**config.mk**
```make
export PLATFORM = sky130hd
export DESIGN_NAME = serial_rx
export DESIGN_NICKNAME = d
export VERILOG_FILES = /design/src/rtl/serial_rx.sv
export SDC_FILE = /design/constraint.sdc
export NUM_CORES = 1
export LEC_CHECK = 0
export CORE_MARGIN = 2
export CORE_UTILIZATION = 25
export DETAILED_ROUTE_END_ITERATION = 8
export PLACE_DENSITY = 0.48
export SYNTH_ARGS = -nofsm -noshare
export SYNTH_HDL_FRONTEND = slang
export SYNTH_SLANG_ARGS = --single-unit
```
**constraint.sdc**
```tcl
create_clock -name CLK -period 4.9 [get_ports CLK]
set_input_delay 0.98 -clock CLK [delete_from_list [all_inputs] [get_ports CLK]]
set_output_delay 0.98 -clock CLK [all_outputs]
set_load 0.005 [all_outputs]
```
**src/rtl/serial_rx.sv**
```systemverilog
// UART-style receiver: 2-flop synchronizer, mid-bit sampling FSM and a small receive FIFO.
// Bad stop bits pulse FRAME_ERR once; a completed byte arriving while the FIFO is full sets sticky OVERRUN.
module serial_rx #(
  parameter int CLKS_PER_BIT = 16,
  parameter int FIFO_DEPTH   = 4
) (
  input  logic       CLK,
  input  logic       CLR,
  input  logic       SERIAL_IN,
  input  logic       RX_RD,
  output logic [7:0] RX_DATA,
  output logic       RX_VALID,
  output logic       FRAME_ERR,
  output logic       OVERRUN,
  output logic       BUSY
);

  localparam int CW = $clog2(CLKS_PER_BIT);
  localparam int AW = $clog2(FIFO_DEPTH);
  localparam int OW = AW + 1;
  localparam logic [CW-1:0] HALF_M1 = CW'(CLKS_PER_BIT / 2 - 1);
  localparam logic [CW-1:0] FULL_M1 = CW'(CLKS_PER_BIT - 1);
  localparam logic [OW-1:0] DEPTH   = OW'(FIFO_DEPTH);

  typedef enum logic [2:0] {IDLE, START, DATA, STOP, WAIT_HIGH} state_e;

  state_e          state_q, state_d;
  logic            sync1_q, sync1_d;
  logic            rx_s_q, rx_s_d;
  logic [CW-1:0]   cnt_q, cnt_d;
  logic [2:0]      idx_q, idx_d;
  logic [7:0]      shift_q, shift_d;
  logic            frame_err_q, frame_err_d;
  logic            overrun_q, overrun_d;
  logic [AW-1:0]   wr_ptr_q, wr_ptr_d;
  logic [AW-1:0]   rd_ptr_q, rd_ptr_d;
  logic [OW-1:0]   count_q, count_d;
  logic [7:0]      mem [FIFO_DEPTH];
  logic            push, pop, full, wr_en;

  always_comb begin
    sync1_d     = SERIAL_IN;
    rx_s_d      = sync1_q;
    state_d     = state_q;
    cnt_d       = cnt_q;
    idx_d       = idx_q;
    shift_d     = shift_q;
    frame_err_d = 1'b0;
    push        = 1'b0;

    case (state_q)
      IDLE: begin
        if (!rx_s_q) begin
          state_d = START;
          cnt_d   = '0;
        end
      end
      START: begin
        if (cnt_q == HALF_M1) begin
          cnt_d   = '0;
          idx_d   = '0;
          state_d = rx_s_q ? IDLE : DATA;
        end else begin
          cnt_d = cnt_q + 1'b1;
        end
      end
      DATA: begin
        if (cnt_q == FULL_M1) begin
          cnt_d          = '0;
          shift_d[idx_q] = rx_s_q;
          if (idx_q == 3'd7) state_d = STOP;
          else               idx_d   = idx_q + 1'b1;
        end else begin
          cnt_d = cnt_q + 1'b1;
        end
      end
      STOP: begin
        if (cnt_q == FULL_M1) begin
          cnt_d = '0;
          if (rx_s_q) begin
            push    = 1'b1;
            state_d = IDLE;
          end else begin
            frame_err_d = 1'b1;
            state_d     = WAIT_HIGH;
          end
        end else begin
          cnt_d = cnt_q + 1'b1;
        end
      end
      WAIT_HIGH: begin
        if (rx_s_q) state_d = IDLE;
      end
      default: state_d = IDLE;
    endcase

    // A pop in the same cycle frees the slot, so a push into a full FIFO is still accepted.
    pop       = RX_RD && (count_q != '0);
    full      = (count_q == DEPTH);
    wr_en     = push && (!full || pop);
    overrun_d = overrun_q | (push && full && !pop);
    wr_ptr_d  = wr_en ? wr_ptr_q + 1'b1 : wr_ptr_q;
    rd_ptr_d  = pop ? rd_ptr_q + 1'b1 : rd_ptr_q;
    count_d   = count_q;
    if (wr_en && !pop)      count_d = count_q + 1'b1;
    else if (!wr_en && pop) count_d = count_q - 1'b1;
  end

  always_ff @(posedge CLK) begin
    if (CLR) begin
      sync1_q     <= 1'b1;
      rx_s_q      <= 1'b1;
      state_q     <= IDLE;
      cnt_q       <= '0;
      idx_q       <= '0;
      shift_q     <= '0;
      frame_err_q <= 1'b0;
      overrun_q   <= 1'b0;
      wr_ptr_q    <= '0;
      rd_ptr_q    <= '0;
      count_q     <= '0;
    end else begin
      sync1_q     <= sync1_d;
      rx_s_q      <= rx_s_d;
      state_q     <= state_d;
      cnt_q       <= cnt_d;
      idx_q       <= idx_d;
      shift_q     <= shift_d;
      frame_err_q <= frame_err_d;
      overrun_q   <= overrun_d;
      wr_ptr_q    <= wr_ptr_d;
      rd_ptr_q    <= rd_ptr_d;
      count_q     <= count_d;
    end
  end

  always_ff @(posedge CLK) begin
    if (!CLR && wr_en) mem[wr_ptr_q] <= shift_q;
  end

  assign RX_VALID  = (count_q != '0);
  assign RX_DATA   = RX_VALID ? mem[rd_ptr_q] : '0;
  assign FRAME_ERR = frame_err_q;
  assign OVERRUN   = overrun_q;
  assign BUSY      = (state_q != IDLE);

endmodule
```
==> results of run 1 <==
-- worst max-delay path, cell delays in order, from the launching register on --
cell and delay (ps):
dfxtp_1 660, mux4_2 580, and2_1 170, clkdlybuf4s50_1 440
-- state kept, by name, indices dropped and copies added, names as in the netlist, named ones only --
name	count
mem	32
shift_q	8
cnt_q	4
count_q	3
idx_q	3
state_q	3
rd_ptr_q	2
wr_ptr_q	2
FRAME_ERR	1
OVERRUN	1
rx_s_d	1
rx_s_q	1
-- worst paths after layout --
check           start         end  slack (ps)
min            rx_s_d      rx_s_q         420
max reg2reg  cnt_q[0]  count_q[2]        2120
max              flop  RX_DATA[7]        1740
min reg2reg    rx_s_d      rx_s_q         420
-- cells in the final DEF, fill, tap and decap left out, types with 6 or more instances in the layout --
cell / instances
and2_1: 12
clkbuf_8: 11
a21oi_1: 7
nor2_1: 25
inv_1: 6
mux2i_1: 13
edfxtp_1: 32
clkdlybuf4s50_1: 15
dfxtp_1: 31
ha_1: 8
mux4_2: 8
-- stage by stage --
| stage | setup WS, ps | instance area (µm²) | power, µW | hold slack, ps |
|---|---|---|---|---|
| floorplan | 2320 | 2780 | 725 | 389 |
| global placement | 1710 | 3060 | 834 | 393 |
| detailed placement | 1610 | 3060 | 837 | 404 |
| CTS | 1660 | 3260 | 1300 | 422 |
| global route | 1570 | 3260 | 1350 | 440 |
| finish | 1740 | 3260 | 1280 | 416 |
-- cells by family after synthesis --
kind of cell	share of synthesized area
xor gates and xnor gates	0.0189
and+or+nand+nor	0.180
adders and majority gates	0.0432
muxes	0.112
AOI/OAI and AO/OA	0.0495
buffers and inverters	0.0288
DFF	0.568
-- area by class of cell --
class,instances,area [µm²],share of cell area
multi-input combinational,141,1120,0.344
timing repair buffer,16,158,0.0484
sequential,63,1580,0.485
clock buffer,13,159,0.0488
inverter,6,22.5,0.00691
clock inverter,3,42.5,0.0131
tap,140,175,0.0537
-- power groups by stage --
stage                     combinational, µW  sequential [µW]  clock [µW]
after floorplan                         137              588           0
after global placement                  230              605           0
after detailed placement                233              604           0
after CTS                               233              593         476
after global routing                    256              597         502
final                                   227              591         461
-- per-layer routing --
| metal | GRT usage | up-vias | routed length [µm] |
|---|---|---|---|
| met3 | 0.0320 | 2 | 165 |
| met2 | 0.142 | 27 | 2340 |
| met1 | 0.131 | 829 | 2570 |
| met4 | 0.0389 | 0 | 25 |
| met5 | 0 | - | 0 |
| li1 | - | 843 | - |
==> summary.md, run 1 <==
| Metric | Value |
|---|---|
| Peak supply drop | `0.135 mV` |
| Fillers | `1120` |
| Hold Path Depth | `1` |
| Worst-path maximum fanout | `8` |
| Synth cell types | `45` |
| Share of layout cells above drive strength 1 | `0.124` |
| Main synth FF type | `edfxtp_1` |
| CTS tree | `yes` |
| Power share of the clock group | `0.360` |
| Async SR Flop Fraction | `0` |
| Initial DRC count | `107` |
| Die H | `110 µm` |
| Post-Syn Area | `2780 µm²` |
| Placer Congestion | `0.701` |
| Post-synth EDFFs | `32` |
| Area leader, netlist | `edfxtp_1` |
| FF+latch count, synth | `63` |
| WS Path Type | `reg -> out` |
| # setup viols final | `0` |
| Die X-Extent | `110 µm` |
| Inst Count DP | `366` |
| Max Cap Violations | `0` |
| Overall Global Routing Usage | `0.0967` |
| Finished Layout Cells | `382` |
| Total number of yosys warnings | `0` |
| Max Freq | `317 MHz` |
| # rows | `38` |
| CTS resizes | `0` |
| Largest net degree at the start of global routing | `32` |
| Leak | `0.00115 µW` |
| Crit. End Element | `primary output` |
| Worst setup SP type | `flop` |
| CTS buffer count | `9` |
| Die ar. | `12000 µm²` |
| Routed vias | `1701` |
| Initial antenna violation count | `0` |
| Post-CTS Hold Buffers | `0` |
| Switching Share | `0.244` |
| Post-route ant nets | `0` |
| Vias/cell | `4.45` |
| # Post-CTS Setup Buffers | `0` |
| Final period util | `0.644` |
| Routed WL per cell | `13.4 µm` |
| Main area contributors after synthesis | `edfxtp_1 35%, dfxtp_1 22%, mux4_2 6.5%, mux2i_1 4.7%, ha_1 3.6%` |
| PwrDens | `392 nW/µm²` |
| CTS Sinks | `63` |
| Initial Utilization | `0.257` |
| Initial DRT Pass Iterations | `4` |
| Status | `complete, no violations` |
| Pint | `967 µW` |
| Min-delay worst type | `reg -> reg` |
| Reg power frac | `0.462` |
| Slew headroom | `0.623` |
| Clk_lat worst skew | `330 ps` |
| Clock Pin Slew Worst Setup and Hold Paths | `70 ps` |
| Worst-Margin Slew | `564 ps` |
| Sequential area share after synthesis | `0.568` |
| P&R area growth vs syn | `17.1%` |
| Worst R2R Path Depth | `9` |
| Number of global-route vias before repair | `1709` |
| Worst EP required | `3920 ps` |
| CTS H-tree lvls | `3` |
| TNS Setup | `0 ps` |
| Clock Root Buffer | `clkbuf_8` |
| I/O pin count | `16` |
| Avg Inst Size Synth | `12.5 µm²` |
| Global route overflow | `0` |
| Final min period | `3160 ps` |
| First-pass GRT wire length | `8770 µm` |
| Endpoints failing hold | `0` |
| Max Slew Vio Count | `0` |
| Critical Path AT | `2180 ps` |
| CTS Buffer Depth | `2` |
| Post-layout util | `0.301` |
| Yosys top cell area share | `0.345` |
| Post-Syn Nets | `235` |
| RSZ-0062 raised after global routing | `false` |
| Final net count | `250` |
| Skew final | `15.8 ps` |
| Core Box Area | `10800 µm²` |
| Most common cell in the netlist | `edfxtp_1` |
| Post-Route WL | `5100 µm` |
| P_sw | `313 µW` |
| Ant diodes | `0` |
| DRC viols | `0` |
| Mapped Cells | `222` |
| Comb pwr share | `0.178` |
| Dpl hpwl | `3390 µm` |
| Most frequent cells after synthesis | `32 x edfxtp_1, 31 x dfxtp_1, 25 x nor2_1, 13 x mux2i_1, 12 x and2_1` |
| PortBufs | `15` |
(Power assumes the default switching activity.)
==> run 2: changes to the inputs <==
--- a/config.mk
+++ b/config.mk
@@ -8,7 +8,7 @@
 export CORE_MARGIN = 2
 export CORE_UTILIZATION = 25
 export DETAILED_ROUTE_END_ITERATION = 8
-export PLACE_DENSITY = 0.48
+export PLACE_DENSITY = 0.49
 export SYNTH_ARGS = -nofsm -noshare
 export SYNTH_HDL_FRONTEND = slang
 export SYNTH_SLANG_ARGS = --single-unit
==> constraint.sdc (replaced) <==
create_clock -name CLK -period 2.8 [get_ports CLK]
set_input_delay 0.56 -clock CLK [delete_from_list [all_inputs] [get_ports CLK]]
set_output_delay 0.56 -clock CLK [all_outputs]
set_load 0.005 [all_outputs]
==> run 2 against run 1 <==
Against the previous run:
- power is 68% higher
- clock power is 50% higher
- register-to-register slack worse by 1600 ps
- routed wire length is 0.59% higher
- critical path depth is 1 higher
- final area is 1.7% higher
- clock-buffer cell count is 4 lower
- first-iteration DRC count is 27% lower
- worst setup slack worse by 1500 ps
- non-clock buffer count is 11 higher
- global-route usage is 0.20 points lower
- highest routed layer unchanged
==> summary.md, run 2 (synthesis results as in run 1) <==
| Metric | Value |
|---|---|
| Die H | `110 µm (unchanged)` |
| I/O pin count | `16 (unchanged)` |
| Die X-Extent | `110 µm (unchanged)` |
| Slew headroom | `0.657 (+0.0334)` |
| Worst-Margin Slew | `508 ps (-56.4 ps)` |
| Most frequent cells in the layout | `32 x edfxtp_1, 31 x dfxtp_1, 25 x nor2_1` |
| Post-CTS Hold Buffers | `0 (unchanged)` |
| Routed WL per cell | `13.1 µm (-2.2%)` |
| Vias/cell | `4.40 (-1.2%)` |
| CTS tree | `yes` |
| Worst setup SP type | `flop` |
| Largest Register | `mem` |
| Reg area | `1580 µm² (unchanged)` |
| Initial DRC count | `78 (-27%)` |
| Clk_lat worst skew | `340 ps (about the same)` |
| Endpoints failing hold | `0 (unchanged)` |
| DP Worst Slack | `90.8 ps (-1520 ps)` |
| Overall Global Routing Usage | `0.0946 (-0.00205)` |
| Skew final | `5.28 ps (-10.5 ps)` |
| Initial Utilization | `0.257 (unchanged)` |
| Final min period | `2520 ps` |
| DRC viols | `0 (unchanged)` |
| RSZ-0062 raised after global routing | `false` |
| TNS Setup | `0 ps (unchanged)` |
| Final Worst Setup Slack | `278 ps (-1470 ps)` |
| Crit. End Element | `primary output` |
| PwrDens | `649 nW/µm² (+65%)` |
| PortBufs | `15 (unchanged)` |
| Max FFs per register | `32 (unchanged)` |
| R2R Setup Slk | `490 ps (-1630 ps)` |
| P&R area growth vs syn | `19.1%` |
| # Post-CTS Setup Buffers | `0 (unchanged)` |
| Most common cell after layout, fill and taps aside | `edfxtp_1` |
| Final net count | `261 (+4.4%)` |
| Number of global-route vias before repair | `1742 (+1.9%)` |
| Share of layout cells above drive strength 1 | `0.170 (+0.0460)` |
| Min-delay worst type | `reg -> reg` |
| Initial antenna violation count | `0 (unchanged)` |
| CTS resizes | `0 (unchanged)` |
| Status | `complete, no violations` |
| Tot Pwr | `2150 µW (+68%)` |
| First-pass GRT wire length | `8590 µm (-2.0%)` |
| CP peak stage delay | `520 ps (-140 ps)` |
| Die ar. | `12000 µm² (unchanged)` |
| Cell Chain, Critical Path | `buf_4, mux4_2, and2_1, clkdlybuf4s50_1` |
| Finished Layout Cells | `393 (+2.9%)` |
| # setup viols final | `0 (unchanged)` |
| Leak | `0.00120 µW (+4.2%)` |
| Fillers | `1117 (-0.27%)` |
| Initial DRT Pass Iterations | `4 (unchanged)` |
| Max Cap Violations | `0 (unchanged)` |
| Clock Root Buffer | `clkbuf_8` |
| CTS Buffer Depth | `2 (unchanged)` |
| Worst EP required | `2240 ps (-1680 ps)` |
| Largest net degree at the start of global routing | `31 (-3.1%)` |
| Ant diodes | `0 (unchanged)` |
| Post-Route WL | `5130 µm (+0.59%)` |
| Max Freq | `397 MHz` |
| CTS buffer count | `9 (unchanged)` |
| WS Path Type | `reg -> out` |
| Global route overflow | `0 (unchanged)` |
| Top Registers | `mem x32, shift_q x8, cnt_q x4` |
| Peak supply drop | `0.239 mV (+76%)` |
| Routed vias | `1729 (+1.6%)` |
| Max Slew Vio Count | `0 (unchanged)` |
| Core Box Area | `10800 µm² (unchanged)` |
| Inst Count DP | `377 (+3.0%)` |
| CTS Sinks | `63 (unchanged)` |
| Area used by multi-input combinational logic | `1120 µm² (unchanged)` |
| Slowest-stage cell, CP | `mux4_2` |
| Dpl hpwl | `3540 µm (+4.2%)` |
| # rows | `38 (unchanged)` |
| Worst-path maximum fanout | `8 (unchanged)` |
| Post-route ant nets | `0 (unchanged)` |
| Critical Path AT | `1960 ps (-220 ps)` |
| Final period util | `0.901` |
| CTS H-tree lvls | `3 (unchanged)` |
| Placer Congestion | `0.690 (-1.5%)` |
| Clock Pin Slew Worst Setup and Hold Paths | `70 ps (about the same)` |
| Hold Slack | `415 ps (-0.579 ps)` |
[run 2: cell types whose count changed in the layout (fill, tap and decap cells not counted)]
cell	change
buf_4	+11
bufinv_16	-1
clkbuf_1	-2
clkbuf_8	-2
clkinv_2	+2
clkinv_4	+2
inv_6	+1
[run 2: metrics by stage]
| stage | util | instance area (µm²) |
|---|---|---|
| 2_1_floorplan | - | 2780 |
| 3_3_place_gp | 0.290 | 3140 |
| 3_5_place_dp | 0.290 | 3140 |
| 4_1_cts | 0.306 | 3310 |
| 5_1_grt | 0.306 | 3310 |
| 6_report | 0.306 | 3310 |
[run 2: layout make-up]
cell class	count	area share
Clock buffer	9	0.0374
Clock inverter	7	0.0147
Inverter	6	0.00680
Multi-Input combinational cell	141	0.338
Sequential cell	63	0.477
Tap cell	140	0.0529
Timing Repair Buffer	27	0.0725
[run 2: final timing paths]
check,depth (start not counted),endpoint,start
setup / recovery,4,RX_DATA[0],flop
hold / removal,1,rx_s_q,rx_s_d
setup reg to reg,8,count_q[2],cnt_q[2]
hold reg to reg,1,rx_s_q,rx_s_d
[run 2: routing by layer]
layer,share of wire,GRT usage
met3,0.045,0.0356
met2,0.45,0.145
met1,0.49,0.121
met4,0.014,0.0371
met5,0,0
[run 2: power by group]
part / switching, µW / internal, µW
Clock: 371 / 322
Sequential: 27.6 / 989
Combinational: 175 / 266
Total: 574 / 1580
[run 2: worst max-delay path, delay by kind of cell (launching register included)]
| family | cells | cell delay, ps |
|---|---|---|
| buffers and inverters | 2 | 630 |
| DFF | 1 | 310 |
| muxes | 1 | 520 |
| and+or+nand+nor | 1 | 170 |
==> run 3: changes to the inputs <==
--- a/config.mk
+++ b/config.mk
@@ -6,9 +6,10 @@
 export NUM_CORES = 1
 export LEC_CHECK = 0
 export CORE_MARGIN = 2
-export CORE_UTILIZATION = 25
+export CORE_UTILIZATION = 50
 export DETAILED_ROUTE_END_ITERATION = 8
-export PLACE_DENSITY = 0.49
+export PLACE_DENSITY = 0.79
+export SKIP_CTS_REPAIR_TIMING = 1
 export SYNTH_ARGS = -nofsm -noshare
 export SYNTH_HDL_FRONTEND = slang
 export SYNTH_SLANG_ARGS = --single-unit
==> constraint.sdc (replaced) <==
create_clock -name CLK -period 2.8 [get_ports CLK]
set_input_delay 0.84 -clock CLK [delete_from_list [all_inputs] [get_ports CLK]]
set_output_delay 0.84 -clock CLK [all_outputs]
set_load 0.005 [all_outputs]
==> run 3 against run 2 <==
Against the previous run:
- critical path type unchanged
- die area down 48%
- register-to-register slack worse by 100 ps
- hold slack better by 4.5 ps
- clock-buffer cell count up 1
- fmax down 7.1%
- largest cell class unchanged
- sequential share of layout area down 0.97 points
==> summary.md, run 3 (synthesis results as in run 1) <==
| Metric | Value |
|---|---|
| Most frequent cells in the layout | `32 x edfxtp_1, 31 x dfxtp_1, 25 x nor2_1` |
| Global route overflow | `0 (unchanged)` |
| Final period util | `0.969 (+0.0683)` |
| Worst setup SP type | `flop` |
| Share of layout cells above drive strength 1 | `0.189 (+0.0192)` |
| Largest net degree at the start of global routing | `22 (-29%)` |
| Vias/cell | `5.31 (+21%)` |
| DP Worst Slack | `-108 ps (-199 ps)` |
| Post-Route WL | `4760 µm (-7.3%)` |
| Max FFs per register | `32 (unchanged)` |
| Die X-Extent | `78.6 µm (-28%)` |
| P&R area growth vs syn | `21.5%` |
| Hold Slack | `419 ps (+4.47 ps)` |
| I/O pin count | `16 (unchanged)` |
| Cell Chain, Critical Path | `buf_6, mux4_2, and2_1, clkdlybuf4s50_1` |
| # setup viols final | `0 (unchanged)` |
| CTS tree | `yes` |
| Clk_lat worst skew | `330 ps (about the same)` |
| Met3 wire len | `130 µm (-44%)` |
| Max Cap Violations | `0 (unchanged)` |
| Number of global-route vias before repair | `1715 (-1.5%)` |
| Worst-Margin Slew | `513 ps (+5.22 ps)` |
| # rows | `27 (-29%)` |
| Dpl hpwl | `3280 µm (-7.2%)` |
| Area used by multi-input combinational logic | `1130 µm² (+0.45%)` |
| Routed vias | `1756 (+1.6%)` |
| Top routing layer in use | `met4` |
| Largest Register | `mem` |
| CP peak stage delay | `490 ps (-30 ps)` |
| Hold path startpoint | `rx_s_d` |
| FF-to-FF Start | `cnt_q[0]` |
| CTS Sinks | `63 (unchanged)` |
| RSZ-0062 raised after global routing | `false` |
| Worst EP required | `1960 ps (-280 ps)` |
| CTS Buffer Depth | `2 (unchanged)` |
| DRC viols | `0 (unchanged)` |
| WS Path Type | `reg -> out` |
| Crit. End Element | `primary output` |
| Routed WL per cell | `14.4 µm (+10%)` |
| Post-route ant nets | `0 (unchanged)` |
| Initial DRT Pass Iterations | `4 (unchanged)` |
| Skew final | `9.25 ps (+3.97 ps)` |
| Die ar. | `6180 µm² (-48%)` |
| Clock Root Buffer | `clkbuf_8` |
| Top Registers | `mem x32, shift_q x8, cnt_q x4` |
| Core Box Area | `5440 µm² (-50%)` |
| Placer Congestion | `0.831 (+20%)` |
| Fillers | `414 (-63%)` |
| Endpoints failing hold | `0 (unchanged)` |
| Initial Utilization | `0.512 (+0.255)` |
| PwrDens | `683 nW/µm² (+5.1%)` |
| Critical Path AT | `1870 ps (-90 ps)` |
| Final Worst Setup Slack | `86.7 ps (-191 ps)` |
| Min-delay worst type | `reg -> reg` |
| Slew headroom | `0.653 (-0.00353)` |
| Final min period | `2710 ps (+191 ps)` |
| Initial antenna violation count | `0 (unchanged)` |
| Most common cell after layout, fill and taps aside | `edfxtp_1` |
| Met2 wire length | `2410 µm (+3.4%)` |
| CP delay by family, top | `buffers and inverters` |
| CTS buffer count | `9 (unchanged)` |
| Max Freq | `369 MHz (-7.1%)` |
| M1 WL | `2160 µm (-13%)` |
| Clock Pin Slew Worst Setup and Hold Paths | `70 ps (about the same)` |
| Slowest-stage cell, CP | `mux4_2` |
| PortBufs | `15 (unchanged)` |
| First-pass GRT wire length | `8130 µm (-5.4%)` |
| Max Slew Vio Count | `0 (unchanged)` |
| Peak supply drop | `0.388 mV (+63%)` |
| CTS H-tree lvls | `3 (unchanged)` |
| Initial DRC count | `103 (+32%)` |
| Overall Global Routing Usage | `0.172 (+0.0773)` |
| Die H | `78.6 µm (-28%)` |
| Final net count | `267 (+2.3%)` |
| Reg area | `1580 µm² (unchanged)` |
| Worst-path maximum fanout | `7 (-1)` |
| Buffers & Inverters on Critical Path | `2 (unchanged)` |
| Leak | `0.00132 µW (+9.9%)` |
| Status | `complete, no violations` |
| Ant diodes | `0 (unchanged)` |
## run 3: worst reg2reg max path: cells and delay by family, from the launching register on
kind | cells | cell delay (ps)
AOI/OAI and AO/OA | 1 | 130
DFF | 1 | 370
buffers and inverters | 1 | 50
xor gates and xnor gates | 1 | 160
adders and majority gates | 3 | 900
and+or+nand+nor | 3 | 730
## run 3: worst paths after layout
path	cells after the start	end	slack, ps
max reg2reg	9	count_q[2]	390
max	4	RX_DATA[7]	90
min	1	rx_s_q	420
min reg2reg	1	rx_s_q	420
## run 3: final cells by class
class	instances	share of cell area
Clock buffer	10	0.0377
Clock inverter	6	0.0252
Inverter	6	0.00666
Multi-Input combinational cell	141	0.333
Sequential cell	63	0.468
Tap cell	72	0.0266
Timing Repair Buffer	33	0.103
## run 3: through the flow
step / TNS (ps) / area (µm²) / std cells / util / total power [µW]
2_1_floorplan: 0 / 2780 / 222 / - / 1270
3_3_place_gp: -28.2 / 3130 / 312 / 0.575 / 1470
3_5_place_dp: -164 / 3130 / 312 / 0.575 / 1480
4_1_cts: -50.3 / 3340 / 328 / 0.614 / 2310
5_1_grt: 0 / 3380 / 331 / 0.622 / 2410
6_report: 0 / 3380 / 331 / 0.622 / 2310
## run 3: routing by layer
metal / global-route usage / vias up
met5: 0 / -
met4: 0.0614 / 0
met3: 0.0483 / 7
met2: 0.294 / 34
met1: 0.207 / 842
li1: - / 873
## run 3: report_power, final
part / switching [µW] / internal, µW / total (µW)
registers: 31.4 / 990 / 1020
logic: 177 / 272 / 449
clock network: 341 / 498 / 839
total: 549 / 1760 / 2310
